### src/rtl/key_matrix_scanner.sv
// 4x4 active-low keypad scanner: row strobe, frame-level debounce and single-key
// press events over a valid/ack handshake. Define KEY_REPEAT_EN for auto-repeat.
module key_matrix_scanner #(
  parameter int DEBOUNCE_FRAMES = 5,
  parameter int REPEAT_FRAMES   = 50
) (
  input  logic        clk,
  input  logic        rst_n,
  input  logic [3:0]  col_i,
  input  logic        key_ack,
  output logic [3:0]  row_o,
  output logic [15:0] key_map,
  output logic [3:0]  key_code,
  output logic        key_valid,
  output logic        overrun
);

  localparam logic [7:0] DEB = 8'(DEBOUNCE_FRAMES);

  logic [1:0]  row_idx;
  logic [15:0] snapshot;
  logic [15:0] prev_frame;
  logic [15:0] cur;
  logic [7:0]  cnt;
  logic [7:0]  cnt_next;
  logic        frame_end;
  logic        map_load;
  logic        press_event;
  logic        event_fire;
  logic [3:0]  event_code;

  function automatic logic is_onehot(input logic [15:0] m);
    return (m != 16'd0) && ((m & (m - 16'd1)) == 16'd0);
  endfunction

  function automatic logic [3:0] encode(input logic [15:0] m);
    logic [3:0] idx;
    idx = 4'd0;
    for (int i = 0; i < 16; i++) begin
      if (m[i]) idx = 4'(i);
    end
    return idx;
  endfunction

  always_comb begin
    row_o = ~(4'b0001 << row_idx);
  end

  // Row 3 is being sampled on the frame-end edge, so splice it in directly.
  always_comb begin
    cur        = snapshot;
    cur[15:12] = ~col_i;
    frame_end  = (row_idx == 2'd3);
    if (cur == prev_frame) begin
      cnt_next = (cnt == 8'hFF) ? cnt : cnt + 8'd1;
    end else begin
      cnt_next = 8'd1;
    end
    map_load    = frame_end && (cnt_next == DEB) && (cur != key_map);
    press_event = map_load && is_onehot(cur) && (key_map == 16'd0);
  end

`ifdef KEY_REPEAT_EN
  localparam logic [7:0] REP = 8'(REPEAT_FRAMES);

  logic [7:0] rep_cnt;
  logic       rep_arm;
  logic       rep_fire;

  always_comb begin
    rep_fire   = frame_end && !map_load && rep_arm && ((rep_cnt + 8'd1) == REP);
    event_fire = press_event || rep_fire;
    event_code = rep_fire ? encode(key_map) : encode(cur);
  end

  // Armed only by a genuine press, so single-to-single slides never repeat.
  always_ff @(posedge clk or negedge rst_n) begin
    if (!rst_n) begin
      rep_cnt <= 8'd0;
      rep_arm <= 1'b0;
    end else if (map_load) begin
      rep_cnt <= 8'd0;
      rep_arm <= press_event;
    end else if (frame_end && rep_arm) begin
      rep_cnt <= rep_fire ? 8'd0 : rep_cnt + 8'd1;
    end
  end
`else
  logic unused_repeat;
  assign unused_repeat = ^8'(REPEAT_FRAMES);

  always_comb begin
    event_fire = press_event;
    event_code = encode(cur);
  end
`endif

  always_ff @(posedge clk or negedge rst_n) begin
    if (!rst_n) begin
      row_idx    <= 2'd0;
      snapshot   <= 16'd0;
      prev_frame <= 16'd0;
      cnt        <= 8'd0;
      key_map    <= 16'd0;
    end else begin
      row_idx                  <= row_idx + 2'd1;
      snapshot[row_idx*4 +: 4] <= ~col_i;
      if (frame_end) begin
        prev_frame <= cur;
        cnt        <= cnt_next;
        if (map_load) key_map <= cur;
      end
    end
  end

  // A same-edge ack frees the slot, so the new event loads instead of overrunning.
  always_ff @(posedge clk or negedge rst_n) begin
    if (!rst_n) begin
      key_valid <= 1'b0;
      key_code  <= 4'd0;
      overrun   <= 1'b0;
    end else if (event_fire) begin
      if (!key_valid || key_ack) begin
        key_valid <= 1'b1;
        key_code  <= event_code;
      end else begin
        overrun <= 1'b1;
      end
    end else if (key_valid && key_ack) begin
      key_valid <= 1'b0;
    end
  end

endmodule

### config.mk
export PLATFORM = sky130hd
export DESIGN_NAME = key_matrix_scanner
export DESIGN_NICKNAME = d
export VERILOG_FILES = /design/src/rtl/key_matrix_scanner.sv
export SDC_FILE = /design/constraint.sdc
export NUM_CORES = 1
export LEC_CHECK = 0
export BUFFER_PORTS_ARGS = -buffer_cell sky130_fd_sc_hd__buf_2
export CORE_ASPECT_RATIO = 0.5
export CORE_MARGIN = 10
export CORE_UTILIZATION = 55
export DETAILED_ROUTE_END_ITERATION = 10
export PLACE_DENSITY = 0.78
export SLEW_MARGIN = 20
export SYNTH_ARGS = -nofsm -noshare
export SYNTH_HDL_FRONTEND = slang
export SYNTH_SLANG_ARGS = --single-unit
export TNS_END_PERCENT = 1
### constraint.sdc
create_clock -name clk -period 8.2 [get_ports clk]
set_clock_uncertainty 0.1 [all_clocks]
set_input_delay 0 -clock clk [delete_from_list [all_inputs] [get_ports clk]]
set_output_delay 0 -clock clk [all_outputs]
set_load 0.03 [all_outputs]
# Word level (Yosys, flattened, before mapping)
# Index checks and enable logic that the tools add are counted.
# Widths: inputs -> output; s select.
# op_classes
mux,21
n_shift,3
eq_ne,6
n_bitwise,4
addsub,4
reduce_logical,16
# op_table
op,n
$mux 4,14
$neg 4->34,1
$shift 4x34->16 const A,1
$shiftx 4x34->16,1
$logic_not 16->1,2
$and 16x16->16,1
$bwmux 16,1
$eq 16x16->1,1
$mux 8,2
$ne 16x16->1,1
$reduce_bool 16->1,1
$sub 16x1->16 const B,1
$add 8x1->8 const B,1
$eq 8x3->1 const B,1
$eq 8x8->1 const B,1
$not 4->4,2
$reduce_and 2->1,4
$logic_and 1x1->1,6
$mux 1,4
$shl 1x2->4 const A,1
$add 2x1->2 const B,1
$eq 2x2->1 const B,1
$ne 2x1->1 const B,1
$reduce_bool 2->1,1
3 further kinds,3
# totals
word_cells,62
inputBits,7
output_inout_bits,26
ff_bits,64

# Depth between registers and ports, before layout
# Gate-level depths: netlist of the first run.
# logic_depth
depth_word,15
ltp_mapped,9
depth_no_buf,8

# Least setup slack after synthesis of the first run
# No wires, ideal clock.
# synth_path
path_kind,register to register
from,reg cnt[0]
to,reg key_code[0]
setup_time_ns,0.125
arrival_ns,2.502
stages_incl_launch_ff,10
period_less_slack_ns,2.727
n_path_buf,1
path_slack_ns,5.473
cell_sequence,dfrtp_1 -> ha_1 -> nand3_1 -> or4_1 -> a2111oi_0 -> and4_1 -> buf_6 -> nand3_4 -> nor2b_4 -> mux2_2
# synth_between
elab_chain_len,9
word_cells_on_any_way,10
# synth_rtl
element,line_no,rtl
start: declaration,24,logic [7:0] cnt;
start signal: assignment,110,cnt <= cnt_next;
$add 8x1->8 / $eq 8x8->1 (equally long branches),55,cnt_next = (cnt == 8'hFF) ? cnt : cnt + 8'd1;
$mux 8 *,55,
$mux 8 *,54,if (cur == prev_frame) begin
$eq 8x3->1 *,59,map_load = frame_end && (cnt_next == DEB) && (cur != key_map);
$logic_and 1x1->1 * (2 in series),59,
$logic_and 1x1->1 * (2 in series),60,press_event = map_load && is_onehot(cur) && (key_map == 16'd0);
$reduce_and 2->1 (no line) *,n/a,
end signal: assignment,125,key_code <= event_code;
end: declaration,13,"output logic [3:0] key_code,"
# Mark *: on every way between the ends. The rest lies on a longest branch, timed or not.
# A chain may end at the register's enable or synchronous reset.

# Worst setup path in the final report of the first run
# layout_path
from,reg cnt[0]
to,reg key_code[1]
# The elaborated chain is that of the path after synthesis.

==> results.json, run 1 <==
{
  "fin_util": 0.668,
  "synth-edff-count": 0,
  "setup_tns_ps": 0,
  "vias": 2490,
  "antenna_cells": 0,
  "worstPathRequired_ps": 8310,
  "synth-seq-cells": 60,
  "drc_errors": 0,
  "finalSetupViolations": 0,
  "drtAntennaViolNets": 0,
  "relSlewSlack": 0.434,
  "end_kind": "flop",
  "grt_pass1_wl_um": 12300,
  "cts.clk_slew.worst_paths_ps": 50,
  "drtPass1Iterations": 8,
  "syn_nets": 323,
  "leakage_nw": 1.70,
  "critPathBufInv": 0,
  "top_usage_layer": "met2",
  "syn_inst": 309,
  "clk_latency_ps": 330,
  "grt_pass1_vias": 2393,
  "drv_cap": 0,
  "root_buffer": "clkbuf_16",
  "layout.area.seq_um2": 1500,
  "crit_chain": "ha_1, nand3_1, or4_1, a2111oi_0, and4_1, nand3_4, nor2b_4, mux2_2",
  "fin_nets": 350,
  "die-area_um2": 9630,
  "ys_seq_area_frac": 0.458,
  "use_met3": 0.0482,
  "overflow": 0,
  "syn_to_final_growth_pct": 14.9,
  "hold_class": "input port to asynchronous set/reset pin",
  "boundaryPins": 33,
  "num-fill-cells": 399,
  "fp.dieW_um": 129,
  "dpl.hpwl_um": 4960,
  "drive_gt1_frac": 0.259,
  "worstMarginPinSlew_ps": 849,
  "ir_drop_mv": 0.120,
  "fin_crit_ps": 3590,
  "htreeDepth": 3,
  "clkSinkCount": 60,
  "clockBufferDepth": 2,
  "cts_resized": 0,
  "start_kind": "flop",
  "status": "finished clean",
  "drt_iter0_drc": 379,
  "std_cell_rows": 19,
  "cp.arrival_ps": 3700,
  "crit_family": "simple AND/OR/NAND/NOR gates",
  "rsz0062_at_grt": "no",
  "fp.dieH_um": 74.6,
  "port_buffers": 32,
  "vias_per_cell": 6.03,
  "multi_input_comb_area_um2": 1620,
  "slew_viol_final": 0,
  "synthArstFlopShare": 1.00,
  "use_met2": 0.258,
  "syn_avg_cell_area_um2": 10.6,
  "yosys-top-cells-area": "dfrtp_1 46%, mux2_2 13%, xnor2_1 4.5%",
  "grt_max_degree": 61,
  "grtUsageMet1": 0.208,
  "crit_path_top_delay_cell": "and4_1",
  "synth_top_area_share": 0.458,
  "path_class": "flop to flop",
  "cp_max_fo": 17,
  "final_hold_viol_count": 0,
  "gp_congestion": 0.830,
  "start_util": 0.581,
  "final_cell_mix": "60 x dfrtp_1, 37 x mux2_2, 32 x buf_2, 20 x nor2_1, 17 x xnor2_1",
  "finalCritPeriodShare": 0.438,
  "layout_commonest_cell": "dfrtp_1",
  "ys_warn_count": 0,
  "totalWireLength_um": 7550,
  "fmaxAchievable_mhz": 278,
  "core_area_um2": 5630,
  "wl_per_cell_um": 18.3,
  "numCtsBuffers": 9,
  "cts_tree": "yes",
  "antenna_found_initial": 0,
  "max_stage_delay_ps": 830,
  "cts_setup_buffers": 0,
  "yosysTopAreaCell": "dfrtp_1",
  "track_usage": 0.163,
  "ys_types": 48,
  "ys.flop_type": "dfrtp_1",
  "synthesis.area_um2": 3280,
  "powerDensity_nw_per_um2": 186
}
state kept, by name, summed over array words and instances, names as in the netlist:
register / cells
row_idx: 2
key_code: 4
prev_frame: 16
cnt: 8
key_valid: 1
key_map: 16
overrun: 1
snapshot: 12
logic make-up (layout without fill, tap and decap cells):
group / Yosys count / count (layout) / synth area share
fa+ha+maj: 9 / 9 / 0.0328
buf+inv: 37 / 68 / 0.0477
mux: 39 / 39 / 0.133
xor+xnor: 33 / 33 / 0.0882
simple gates: 81 / 81 / 0.139
flops: 60 / 60 / 0.458
compound gates: 50 / 50 / 0.100
synth_stat cells (all sizes together) (3+ instances only):
cell type   n
dfrtp      60
mux2       37
nor2       20
clkbuf     17
xnor2      17
a21oi      16
xor2       16
nand2      15
inv        12
nor4       11
o21ai      10
nand3       9
nand4       9
buf         7
ha          7
o41ai       5
or4         4
and4        3
cell type report:
| type | instances | area share |
|---|---|---|
| clock inverter | 2 | 0.00266 |
| multi-input combinational | 212 | 0.430 |
| timing repair buffer | 40 | 0.0625 |
| clock buffer | 13 | 0.0691 |
| sequential | 60 | 0.399 |
| inverter | 13 | 0.0130 |
| tap | 73 | 0.0243 |
power breakdown:
part | total (W) | switching [W] | leakage (nW) | internal, W
Clock | 0.000341 | 0.000124 | 0.135 | 0.000218
Sequential | 0.000318 | 0.0000144 | 0.754 | 0.000304
Combinational | 0.0000395 | 0.0000210 | 0.809 | 0.0000185
metrics by stage:
| step | instances | hold WS, ps | power (W) | setup slack (ps) | instance area (um^2) |
|---|---|---|---|---|---|
| after floorplan | 309 | -396 | 0.000344 | 5470 | 3280 |
| after global placement | 392 | 84.3 | 0.000357 | 4780 | 3430 |
| after detailed placement | 392 | 97.6 | 0.000359 | 4630 | 3430 |
| after CTS | 413 | 300 | 0.000701 | 4620 | 3760 |
| after global routing | 413 | 349 | 0.000725 | 4400 | 3760 |
| final | 413 | 261 | 0.000699 | 4610 | 3760 |
path summary, 6_finish.rpt:
kind | end | slack, ps | start | depth (start not counted)
worst max-delay path | key_code[1]$_DFFE_PN0P_ | 4610 | cnt[0]$_DFFE_PN0N_ | 8
worst min-delay path | row_idx[0]$_DFF_PN0_ | 260 | rst_n | 3
worst max register to register | key_code[1]$_DFFE_PN0P_ | 4610 | cnt[0]$_DFFE_PN0N_ | 8
worst min register to register | overrun$_DFFE_PN0P_ | 380 | overrun$_DFFE_PN0P_ | 1
max in group asynchronous | key_map[1]$_DFFE_PN0P_ | 7230 | rst_n | 3
min in group clk | overrun$_DFFE_PN0P_ | 380 | overrun$_DFFE_PN0P_ | 1
layer usage:
layer	share of wire	wire length, um
met1	0.44	3360
met2	0.48	3630
met3	0.056	423
met4	0.019	140
met5	0	0
worst register-to-register path: stages (launching register included):
cell and delay, ps:
dfrtp_1 440, ha_1 290, nand3_1 140, or4_1 490, a2111oi_0 460, and4_1 830, nand3_4 180, nor2b_4 200
mux2_2 350
repair_timing:
action                     4_1_cts  5_1_grt
hold endpoints to repair        69        0
setup endpoints to repair        0        0
hold buffers                     6        0
Power figures use the tool's default switching activity.
==> inputs of run 2 (changes only) <==
==> constraint.sdc (replaced) <==
create_clock -name clk -period 3.62 [get_ports clk]
set_clock_uncertainty 0.1 [all_clocks]
set_input_delay 0 -clock clk [delete_from_list [all_inputs] [get_ports clk]]
set_output_delay 0 -clock clk [all_outputs]
set_load 0.03 [all_outputs]
==> results.json, run 2 (synthesis gave the netlist of run 1 again) <==
{
  "status": "finished clean",
  "fin_nets": 357,
  "worstMarginPinSlew_ps": 616,
  "htreeDepth": 3,
  "cp.arrival_ps": 3450,
  "drtPass1Iterations": 5,
  "grt_pass1_wl_um": 13400,
  "drive_gt1_frac": 0.271,
  "port_buffers": 32,
  "clkSinkCount": 60,
  "rrSetupSlack_ps": 270,
  "top_layer": "met4",
  "relSlewSlack": 0.585,
  "end_kind": "flop",
  "postCtsHoldBufs": 7,
  "boundaryPins": 33,
  "cts_resized": 0,
  "cts_setup_buffers": 0,
  "vias": 2528,
  "finalSetupViolations": 0,
  "cp_max_fo": 8,
  "finalCritPeriodShare": 0.926,
  "overflow": 0,
  "antenna_cells": 0,
  "die-area_um2": 9630,
  "fin_crit_ps": 3350,
  "drtAntennaViolNets": 0,
  "fp.dieH_um": 74.6,
  "worstPathRequired_ps": 3720,
  "std_cell_rows": 19,
  "cts.clk_slew.worst_paths_ps": 50,
  "path_class": "flop to flop",
  "hold_class": "input port to asynchronous set/reset pin",
  "layout_commonest_cell": "dfrtp_1",
  "start_kind": "flop",
  "numCtsBuffers": 9,
  "leakage_nw": 1.73,
  "dpl.hpwl_um": 5340,
  "num-fill-cells": 404,
  "reg_top3": "key_map: 16 flops, prev_frame: 16 flops, snapshot: 12 flops",
  "fmaxAchievable_mhz": 298,
  "grt_max_degree": 51,
  "slew_viol_final": 0,
  "drt_iter0_drc": 204,
  "ir_drop_mv": 0.324,
  "drv_cap": 0,
  "grt_pass1_vias": 2628,
  "core_area_um2": 5630,
  "met3_length_um": 393,
  "wl_met2_um": 4000,
  "final_cell_mix": "60 x dfrtp_1, 37 x mux2_2, 32 x buf_2, 20 x nor2_1, 17 x xnor2_1",
  "clk_latency_ps": 320,
  "wl_per_cell_um": 19.1,
  "cts_tree": "yes",
  "drc_errors": 0,
  "met1_length_um": 3540,
  "fin_util": 0.678,
  "antenna_found_initial": 0,
  "syn_to_final_growth_pct": 16.6,
  "fp.dieW_um": 129,
  "final_hold_viol_count": 0,
  "track_usage": 0.177,
  "clockBufferDepth": 2,
  "gp_congestion": 0.868,
  "rsz0062_at_grt": "no",
  "setup_tns_ps": 0,
  "root_buffer": "clkbuf_16",
  "powerDensity_nw_per_um2": 413,
  "vias_per_cell": 6.02,
  "totalWireLength_um": 8000,
  "start_util": 0.581
}
==> run 2: cell types whose count changed in the layout (fill, tap and decap cells not counted), sizes merged <==
cell,delta
buf,+6
dlygate4sd3,+1
==> run 2: path summary, 6_finish.rpt <==
| path | depth (start not counted) | to | startpoint |
|---|---|---|---|
| max | 8 | key_code[0]$_DFFE_PN0P_ | cnt[0]$_DFFE_PN0N_ |
| max reg2reg | 8 | key_code[0]$_DFFE_PN0P_ | cnt[0]$_DFFE_PN0N_ |
| min in group clk | 1 | overrun$_DFFE_PN0P_ | overrun$_DFFE_PN0P_ |
| min reg2reg | 1 | overrun$_DFFE_PN0P_ | overrun$_DFFE_PN0P_ |
| max in group asynchronous | 3 | overrun$_DFFE_PN0P_ | rst_n |
| min | 3 | snapshot[4]$_DFFE_PN0P_ | rst_n |
==> run 2: critical path, stage by stage, from the launching register on <==
cell       delay (ps)
dfrtp_1           430
ha_1              300
nand3_1           170
or4_1             480
a2111oi_0         500
and4_1            570
nand3_4           160
nor2b_4           180
mux2_2            340
==> run 2: per-stage QoR <==
step / worst slack [ps] / hold WS (ps) / power [W] / instance area, um^2 / cells
2_1_floorplan: 893 / -396 / 0.000778 / 3280 / 309
3_3_place_gp: 468 / -226 / 0.000814 / 3480 / 398
3_5_place_dp: 293 / -220 / 0.000819 / 3480 / 398
4_1_cts: 292 / 282 / 0.00158 / 3820 / 420
5_1_grt: 111 / 318 / 0.00163 / 3820 / 420
6_report: 270 / 257 / 0.00158 / 3820 / 420
==> run 2: area by class of cell <==
type / count / area (um^2) / share of cell area
inverters: 13 / 48.8 / 0.0128
clock buffers: 13 / 260 / 0.0681
clock inverters: 2 / 10.0 / 0.00262
repair buffers: 47 / 290 / 0.0760
multi-input cells: 212 / 1620 / 0.424
well taps: 73 / 91.3 / 0.0239
flip-flops and latches: 60 / 1500 / 0.393
==> run 2: routing by layer <==
layer	up-vias	track usage
met4	0	0.0626
met5	-	0
met3	8	0.0482
met2	95	0.299
li1	1179	-
met1	1246	0.216
==> run 2: power breakdown <==
part	internal (W)	switching, W
clock network	0.000493	0.000268
logic	0.0000456	0.0000565
registers	0.000688	0.0000272
total	0.00123	0.000352
